<file path="src/rtl/stream_cipher_core.sv">
// LFSR keystream cipher: XORs each accepted word with a Galois-LFSR keystream word.
// Optional STREAM_CIPHER_WORDCOUNT_EN adds a 32-bit accepted-word counter port.
module stream_cipher_core #(
    parameter int unsigned        DATA_W = 8,
    parameter int unsigned        LFSR_W = 32,
    parameter logic [LFSR_W-1:0]  TAPS   = LFSR_W'(32'h8020_0003),
    parameter logic [LFSR_W-1:0]  SEED   = LFSR_W'(32'hACE1_2468),
    parameter int unsigned        WARMUP = 4
) (
    input  logic              clk,
    input  logic              rst,
    input  logic              ena,
    input  logic              key_load,
    input  logic [LFSR_W-1:0] key_in,
    input  logic              in_valid,
    output logic              in_ready,
    input  logic [DATA_W-1:0] in_data,
    output logic              out_valid,
    input  logic              out_ready,
    output logic [DATA_W-1:0] out_data,
    output logic              busy
`ifdef STREAM_CIPHER_WORDCOUNT_EN
    ,
    output logic [31:0]       word_count
`endif
);

    localparam int unsigned       CNT_W     = 8;
    localparam logic [CNT_W-1:0]  WARM_LAST = CNT_W'(WARMUP - 1);

    typedef enum logic [1:0] {
        S_IDLE   = 2'd0,
        S_WARMUP = 2'd1,
        S_RUN    = 2'd2
    } state_t;

    state_t              r_state,     w_state_nxt;
    logic [LFSR_W-1:0]   r_lfsr,      w_lfsr_nxt;
    logic [CNT_W-1:0]    r_warm_cnt,  w_warm_cnt_nxt;
    logic                r_out_valid, w_out_valid_nxt;
    logic [DATA_W-1:0]   r_out_data,  w_out_data_nxt;
`ifdef STREAM_CIPHER_WORDCOUNT_EN
    logic [31:0]         r_word_count, w_word_count_nxt;
`endif

    logic [LFSR_W-1:0]   w_lfsr_step;
    logic [LFSR_W-1:0]   w_key_state;
    logic                w_in_ready;
    logic                w_transfer;

    // One keystream word = DATA_W single-bit Galois shifts.
    function automatic logic [LFSR_W-1:0] lfsr_word_step(input logic [LFSR_W-1:0] s);
        logic [LFSR_W-1:0] v;
        v = s;
        for (int unsigned i = 0; i < DATA_W; i++) begin
            v = v[0] ? ((v >> 1) ^ TAPS) : (v >> 1);
        end
        return v;
    endfunction

    assign w_lfsr_step = lfsr_word_step(r_lfsr);
    assign w_key_state = (key_in == '0) ? SEED : key_in;
    assign w_in_ready  = ena && (r_state == S_RUN) && !key_load && (!r_out_valid || out_ready);
    assign w_transfer  = in_valid && w_in_ready;

    assign in_ready  = w_in_ready;
    assign out_valid = r_out_valid;
    assign out_data  = r_out_data;
    assign busy      = (r_state == S_WARMUP);
`ifdef STREAM_CIPHER_WORDCOUNT_EN
    assign word_count = r_word_count;
`endif

    always_ff @(posedge clk or posedge rst) begin
        if (rst) begin
            r_state      <= S_IDLE;
            r_lfsr       <= SEED;
            r_warm_cnt   <= '0;
            r_out_valid  <= 1'b0;
            r_out_data   <= '0;
`ifdef STREAM_CIPHER_WORDCOUNT_EN
            r_word_count <= '0;
`endif
        end else begin
            r_state      <= w_state_nxt;
            r_lfsr       <= w_lfsr_nxt;
            r_warm_cnt   <= w_warm_cnt_nxt;
            r_out_valid  <= w_out_valid_nxt;
            r_out_data   <= w_out_data_nxt;
`ifdef STREAM_CIPHER_WORDCOUNT_EN
            r_word_count <= w_word_count_nxt;
`endif
        end
    end

    // Key load wins over everything; otherwise the state decides what steps the LFSR.
    always_comb begin
        w_state_nxt      = r_state;
        w_lfsr_nxt       = r_lfsr;
        w_warm_cnt_nxt   = r_warm_cnt;
        w_out_valid_nxt  = r_out_valid;
        w_out_data_nxt   = r_out_data;
`ifdef STREAM_CIPHER_WORDCOUNT_EN
        w_word_count_nxt = r_word_count;
`endif
        if (ena) begin
            if (key_load) begin
                w_lfsr_nxt       = w_key_state;
                w_warm_cnt_nxt   = '0;
                w_out_valid_nxt  = 1'b0;
                w_state_nxt      = (WARMUP == 0) ? S_RUN : S_WARMUP;
`ifdef STREAM_CIPHER_WORDCOUNT_EN
                w_word_count_nxt = '0;
`endif
            end else begin
                case (r_state)
                    S_WARMUP: begin
                        w_lfsr_nxt     = w_lfsr_step;
                        w_warm_cnt_nxt = r_warm_cnt + CNT_W'(1);
                        if (r_warm_cnt == WARM_LAST) begin
                            w_state_nxt    = S_RUN;
                            w_warm_cnt_nxt = '0;
                        end
                    end
                    S_RUN: begin
                        if (w_transfer) begin
                            w_out_data_nxt   = in_data ^ r_lfsr[DATA_W-1:0];
                            w_out_valid_nxt  = 1'b1;
                            w_lfsr_nxt       = w_lfsr_step;
`ifdef STREAM_CIPHER_WORDCOUNT_EN
                            w_word_count_nxt = r_word_count + 32'd1;
`endif
                        end else if (out_ready) begin
                            w_out_valid_nxt = 1'b0;
                        end
                    end
                    default: begin
                        w_state_nxt = r_state;
                    end
                endcase
            end
        end
    end

endmodule

</file>
<file path="config.mk">
export PLATFORM = sky130hd
export DESIGN_NAME = stream_cipher_core
export DESIGN_NICKNAME = d
export VERILOG_FILES = /design/src/rtl/stream_cipher_core.sv
export SDC_FILE = /design/constraint.sdc
export NUM_CORES = 1
export LEC_CHECK = 0
export ABC_AREA = 1
export CAP_MARGIN = 20
export CELL_PAD_IN_SITES_DETAIL_PLACEMENT = 1
export CELL_PAD_IN_SITES_GLOBAL_PLACEMENT = 1
export CORE_ASPECT_RATIO = 0.5
export CORE_MARGIN = 2
export CORE_UTILIZATION = 38
export CTS_BUF_LIST = sky130_fd_sc_hd__clkbuf_4
export DETAILED_ROUTE_END_ITERATION = 10
export PLACE_DENSITY = 0.77
export SLEW_MARGIN = 10
export SYNTH_ARGS = -nofsm -noshare
export SYNTH_HDL_FRONTEND = slang
export SYNTH_SLANG_ARGS = --single-unit
</file>
<file path="constraint.sdc">
create_clock -name clk -period 1.8 [get_ports clk]
set_clock_uncertainty 0.1 [all_clocks]
set_input_delay 0.18 -clock clk [delete_from_list [all_inputs] [get_ports clk]]
set_output_delay 0.18 -clock clk [all_outputs]
set_load 0.01 [all_outputs]
</file>
==> impl_metrics.env <==
export IMPL_ys_seq_area_share_pct=44.1
export IMPL_io_pins=57
export IMPL_synth_area_um2=2930
export IMPL_post_synth_num_cell_types=40
export IMPL_drcViolationCount=0
export IMPL_synthAdderAreaFrac_pct=0.427
export IMPL_maxSlewHeadroom_pct=74.4
export IMPL_fin_nets=496
export IMPL_num_fill_cells=888
export IMPL_path_class="reg2reg"
export IMPL_place_port_buffers=56
export IMPL_synth_cells=351
export IMPL_placementRows=22
export IMPL_cts_buffers=5
export IMPL_timing_hold_ws_ns=0.235
export IMPL_post_synth_top_area_cell="dfrtp_1"
export IMPL_die_w_um=128
export IMPL_antenna_left=0
export IMPL_cap_violations=0
export IMPL_syn_num_nets=398
export IMPL_max_stage_delay_ns=0.51
export IMPL_grt_max_degree=32
export IMPL_dr_pass1_iters=4
export IMPL_fp_coreArea_um2=7400
export IMPL_syn2layout_area_growth_pct=38.6
export IMPL_vias=2864
export IMPL_layout_setup_ws_ns=0.0470
export IMPL_cts_root_buf="clkbuf_4"
export IMPL_end_kind="flip-flop"
export IMPL_status="finished, final reports clean"
export IMPL_cts_sinks=51
export IMPL_timing_final_crit_share_pct=97.4
export IMPL_gr_total_overflow=0
export IMPL_drive_gt1_share_pct=27.3
export IMPL_setup_violations=0
export IMPL_ir_worst_vdd_mv=0.469
export IMPL_wirelength_um=9450
export IMPL_ys_top_cells_by_count="nand2_1 (51), nor2_1 (43), a21oi_1 (41), dfrtp_1 (38), inv_1 (24)"
export IMPL_synth_top_family_by_area="simple AND/OR/NAND/NOR gates"
export IMPL_dp_slack_ns=-0.192
export IMPL_synth_flop_cell="dfrtp_1"
export IMPL_critPathTopFamily="simple AND/OR/NAND/NOR gates"
export IMPL_gp_congestion=0.789
export IMPL_p_leak_nw=1.78
export IMPL_synth_xor_area_share_pct=5.51
export IMPL_synth_mux_area_share_pct=0
export IMPL_worst_endpoint_arrival_ns=2.01
export IMPL_drtIter0Drc=97
export IMPL_drv_slew=0
export IMPL_cts_buffer_depth=2
export IMPL_p_per_area_nw_per_um2=1240
export IMPL_hold_viol_final=0
export IMPL_crit_required_ns=2.06
export IMPL_diodes=0
export IMPL_synth_top_area_share_pct=32.4
export IMPL_yosys_area_share_simple_pct=24.6
export IMPL_yosysWarnings=0
export IMPL_synth_edf_count=0
export IMPL_stdcell_count=546
export IMPL_postSynthAreaPerCell_um2=8.35
export IMPL_hold_class="in2reg"
export IMPL_grt_pass1_wl_um=15300
export IMPL_place_hpwl_um=7290
export IMPL_cts_htree_levels=2
export IMPL_yosysMostFrequentCell="nand2_1"
export IMPL_cpMaxStageDelayCell="dfrtp_2"
export IMPL_worstMarginPinSlew_ns=0.383
export IMPL_yosys_top_cells_area="dfrtp_1 (32%), dfstp_2 (12%), a21oi_1 (7.0%)"
export IMPL_finalPower_mw=5.04
export IMPL_fmax_mhz=570
export IMPL_dieArea_um2=8480
export IMPL_initial_core_util_pct=39.6
export IMPL_grt_setup_unrepaired="true"
export IMPL_antenna_found_initial=0
export IMPL_crit_path_cell_trace="inv_4 > nand2_1 > nand3_2 > nand2_4 > nand2_2 > nand2_4 > nand2_4 > nand3_2 > nand3b_1 > nand3_2 > a21oi_2"
export IMPL_synth_compound_area_share_pct=17.3
export IMPL_period_needed_ns=1.75
export IMPL_async_flop_share_pct=100
export IMPL_start_kind="flip-flop"
export IMPL_dp_cells=535
export IMPL_clock_latency_ns=0.42
export IMPL_grt_pass1_vias=3172
export IMPL_dieHeight_um=66.1
export IMPL_cp_buffers_inverters=1
export IMPL_clk_pin_slew_ns=0.17
export IMPL_vias_per_cell=5.25
export IMPL_grt_total_usage_pct=23.6
export IMPL_ys_seq_elements=51
export IMPL_path_max_fanout=6
export IMPL_wire_per_inst_um=17.3
export IMPL_tritoncts="built"
## metrics by stage
| stage | util (%) | instance area [um2] | TNS (ns) |
|---|---|---|---|
| after detailed placement | 52.6 | 3890 | -3.40 |
| after global routing | 54.9 | 4060 | -0.0488 |
| after floorplan | - | 2930 | 0 |
| after global placement | 52.6 | 3890 | -2.75 |
| after CTS | 53.6 | 3970 | 0 |
| final | 54.9 | 4060 | 0 |
## cell type report
type,count,area [um2],area share (%)
clock buffer,5,37.5,0.924
clock inverter,3,15.0,0.369
inverter,31,129,3.17
multi-input combinational,253,1490,36.6
sequential,51,1300,31.9
tap,96,120,2.96
timing repair buffer,107,977,24.0
## layout by cell type, fill, tap and decap left out, types with 3 or more instances in the layout
cell type	count
nor3_1	5
nand2_2	4
dfrtp_1	34
nor2_1	43
xor2_1	5
dfstp_2	13
buf_4	47
nor4_1	5
a21oi_1	41
clkbuf_4	5
o21ai_0	20
nand2_4	6
dfrtp_2	4
o22ai_1	5
inv_1	20
nand2_1	49
nand4_1	4
a22oi_1	5
xnor2_1	9
buf_12	3
nand3b_1	4
inv_2	6
nand3_1	4
clkdlybuf4s50_1	54
o21ai_1	12
nand3_2	14
## worst paths after layout
kind | from | to | slack (ns) | cells past startpoint
worst min register to register | r_lfsr[31]$_DFFE_PP1P_ | r_lfsr[31]$_DFFE_PP1P_ | 0.39 | 2
min in group asynchronous | rst | out_valid$_DFFE_PP0P_ | 0.49 | 3
max in group asynchronous | rst | r_lfsr[6]$_DFFE_PP1P_ | 0.50 | 4
worst min-delay path | key_in[4] | r_lfsr[4]$_DFFE_PP0P_ | 0.24 | 3
worst max-delay path | r_lfsr[2]$_DFFE_PP0P_ | r_lfsr[21]$_DFFE_PP1P_ | 0.05 | 11
worst max register to register | r_lfsr[2]$_DFFE_PP0P_ | r_lfsr[21]$_DFFE_PP1P_ | 0.05 | 11
## routing by layer
layer	vias to the layer above	track usage (%)	share of wire, %
met5	-	0	0
met2	45	43.3	51
li1	1371	-	-
met4	0	8.10	1.8
met3	15	4.05	3.2
met1	1433	28.3	44
## timing repair
| item | CTS | global route |
|---|---|---|
| endpoints found under the setup margin | 4 | 11 |
| buffers inserted | 1 | 1 |
| resized for setup | 7 | 25 |
| pin swaps | 0 | 4 |
| hold buffers | 1 | 0 |
| endpoints found under the hold margin | 14 | 0 |
## flip-flops by register name (all words and copies together) (netlist names)
register,cells
out_valid,1
out_data,8
r_warm_cnt,8
r_lfsr,32
r_state,2
## worst reg2reg max path: stages (launching register included)
cell      delay, ns
dfrtp_2        0.51
inv_4          0.11
nand2_1        0.07
nand3_2        0.08
nand2_4        0.09
nand2_2        0.14
nand2_4        0.09
nand2_4        0.08
nand3_2        0.07
nand3b_1       0.12
nand3_2        0.08
a21oi_2        0.14
## where the power goes
part	total [mW]	internal (mW)	switching [mW]
Sequential	1.94	1.61	0.336
Combinational	2.52	1.10	1.42
Clock	0.578	0.144	0.434
## kinds of logic after synthesis
| group | Yosys count |
|---|---|
| compound gates | 90 |
| xor+xnor | 16 |
| fa+ha+maj | 1 |
| flops | 51 |
| simple gates | 146 |
| buf+inv | 47 |
Note: power is estimated with default switching activity, not from simulation.
==> RTL change: new RTL, same settings <==
Change the localparam `CNT_W` from 8 to 12.
--- a/src/rtl/stream_cipher_core.sv
+++ b/src/rtl/stream_cipher_core.sv
@@ -26,5 +26,5 @@
 );
 
-    localparam int unsigned       CNT_W     = 8;
+    localparam int unsigned       CNT_W     = 12;
     localparam logic [CNT_W-1:0]  WARM_LAST = CNT_W'(WARMUP - 1);
 
Behaviour: no difference found for any inputs over 4 cycles, from zero or initial values and one cycle with rst high; that may be too few to reach the edited logic, so the function may still have changed.
==> RTL change against the original RTL <==
  * The run now ends with setup timing left
  * Highest routed layer unchanged
  * Setup slack worse by 0.12 ns
  * Sequential share of layout area decreased by 1.1 points
  * Cell area is 11% higher
  * Sequential power grew 8%
  * Power is 21% higher
  * Maximum frequency shrank 6.5%
  * Sequential cell count increased by 4
  * Worst hold slack lost 0.23 ns
  * Wire length up 17%
  * Synthesized area rose by 4.4%
==> RTL change: results (changes against the original RTL) <==
[run_status]
status=finished with violations
violations=setup timing

[yosys]
ys_seq_area_share_pct=45.5  ; +1.4 points
syn-num-nets=424  ; +6.5%
ys_top_cells_by_count=nand2_1 (61), nor2_1 (45), a21oi_1 (44), dfrtp_1 (42), inv_1 (27)
synthTopCellsByArea=dfrtp_1 (34%), dfstp_2 (11%), nand2_1 (7.5%), a21oi_1 (7.2%), nor2_1 (5.5%)
synth_cell_types=39  ; -2.5%

[drt]
drt_iter0_markers=170  ; +75%
drtPass1Iterations=4  ; unchanged
via_per_inst=5.33  ; +1.6%
routedWlPerCell_microns=18.4  ; +6.0%

[critical_path]
reg2reg_to=r_lfsr[21]
r2r_cells=12  ; +1
worstPathMaxFanout=4  ; -2
arrival_ns=2.15  ; +0.14 ns
reg2reg_from=r_lfsr[3]

[global_route]
grt_pass1_vias=3271  ; +3.1%
track_usage_pct=25.0  ; +1.5 points
grt_pass1_wl_microns=16600  ; +8.7%
grt_max_degree=56  ; +75%

[layout]
drive_gt1_share_pct=31.8  ; +4.4 points
fill_cells=916  ; +3.2%
fin_nets=537  ; +8.3%
largest_reg_flops=32  ; unchanged
final_common_cell=buf_4
antennaDiodeCount=0  ; unchanged

[cts]
cts_root_buf=clkbuf_4
worstSkewPairLatency_ns=0.43
clk_pin_slew_worst_paths_ns=0.17  ; about the same
ctsHtreeMaxLevel=2  ; unchanged

[placement]
placed_area_sq_mm=0.00407  ; +4.4%
place_congestion=0.892  ; +13%
pre_cts_slack_ns=-0.286  ; -0.0932 ns
place.detailed.hpwl_microns=7750  ; +6.3%

[power]
p_leak_nw=2.05  ; +15%
ir_drop_v=0.000650  ; +38%

[timing]
timing.final.ws_setup_ns=-0.0746  ; -0.122 ns
finalSetupViolCount=6  ; +6
slew_headroom_pct=66.3  ; -8.1 points

[worst_hold_path]
min-delay-path-class=in -> async

## RTL change: per-layer routing
layer	global-route usage (%)	share of wire (%)	vias to the layer above
met5	0	0	-
met4	6.38	1.6	0
met2	46.0	52	92
met3	3.80	4.3	18
li1	-	-	1479
met1	31.4	42	1624
## RTL change: worst max-delay path by stage
stage / to / from / slack (ns)
floorplan: r_warm_cnt[10] / r_state[1] / 0.14
global placement: r_lfsr[26] / key_in[28] / -0.28
detailed placement: r_lfsr[31] / key_in[28] / -0.29
CTS: r_lfsr[21] / r_lfsr[3] / -0.04
global route: r_lfsr[21] / r_lfsr[3] / -0.16
finish: r_lfsr[21] / r_lfsr[3] / -0.07
## RTL change: worst max-delay path, stage by stage, from the launching register on
cell,delay [ns]
dfstp_2,0.60
inv_2,0.05
nand2_2,0.09
nand3_2,0.09
nand2_4,0.14
inv_4,0.06
nand2_4,0.09
nand2_4,0.07
nand2_4,0.07
nand3_2,0.10
nand3_1,0.12
nand3_2,0.11
a21oi_2,0.13
## RTL change: timing repair
| action | CTS | global route |
|---|---|---|
| pin swaps | 8 | 20 |
| resized for setup | 26 | 41 |
| setup buffers | 5 | 11 |
| setup endpoints to repair | 10 | 29 |
## RTL change: stage by stage
step / utilization (%) / total power [mW] / setup TNS (ns) / std cells / hold WS [ns]
detailed placement: 51.4 / 4.48 / -6.20 / 579 / 0.367
floorplan: - / 3.45 / 0 / 377 / 0.209
global route: 57.2 / 6.48 / -1.41 / 603 / 0.0278
CTS: 54.4 / 5.64 / -0.0904 / 592 / 0.0284
finish: 57.2 / 6.11 / -0.258 / 603 / 0.00655
global placement: 51.4 / 4.31 / -4.62 / 579 / 0.357
## RTL change: area by class of cell
class                           count  area, sq um  share of cell area [%]
Clock buffer                        6         45.0                   0.995
Sequential cell                    55         1390                    30.8
Multi-Input combinational cell    272         1660                    36.7
Timing Repair Buffer              122         1090                    24.1
Clock inverter                      2         60.1                    1.33
Inverter                           34          135                    2.99
Tap cell                          112          140                    3.10
## RTL change: where the power goes
| group | internal [mW] | total [mW] | switching, mW |
|---|---|---|---|
| registers | 1.72 | 2.09 | 0.370 |
| clock network | 0.448 | 0.898 | 0.450 |
| logic | 1.44 | 3.13 | 1.69 |
## RTL change: cells by family (layout without fill, tap and decap cells)
kind of cell | count (synthesis) | in the layout | share of synthesized area (%)
AOI/OAI and AO/OA | 93 | 93 | 16.1
buffers and inverters | 50 | 164 | 7.40
muxes | 1 | 1 | 0.327
adders and majority gates | 1 | 1 | 0.409
DFF | 55 | 55 | 45.5
xor gates and xnor gates | 16 | 16 | 5.27
and+or+nand+nor | 161 | 161 | 25.1
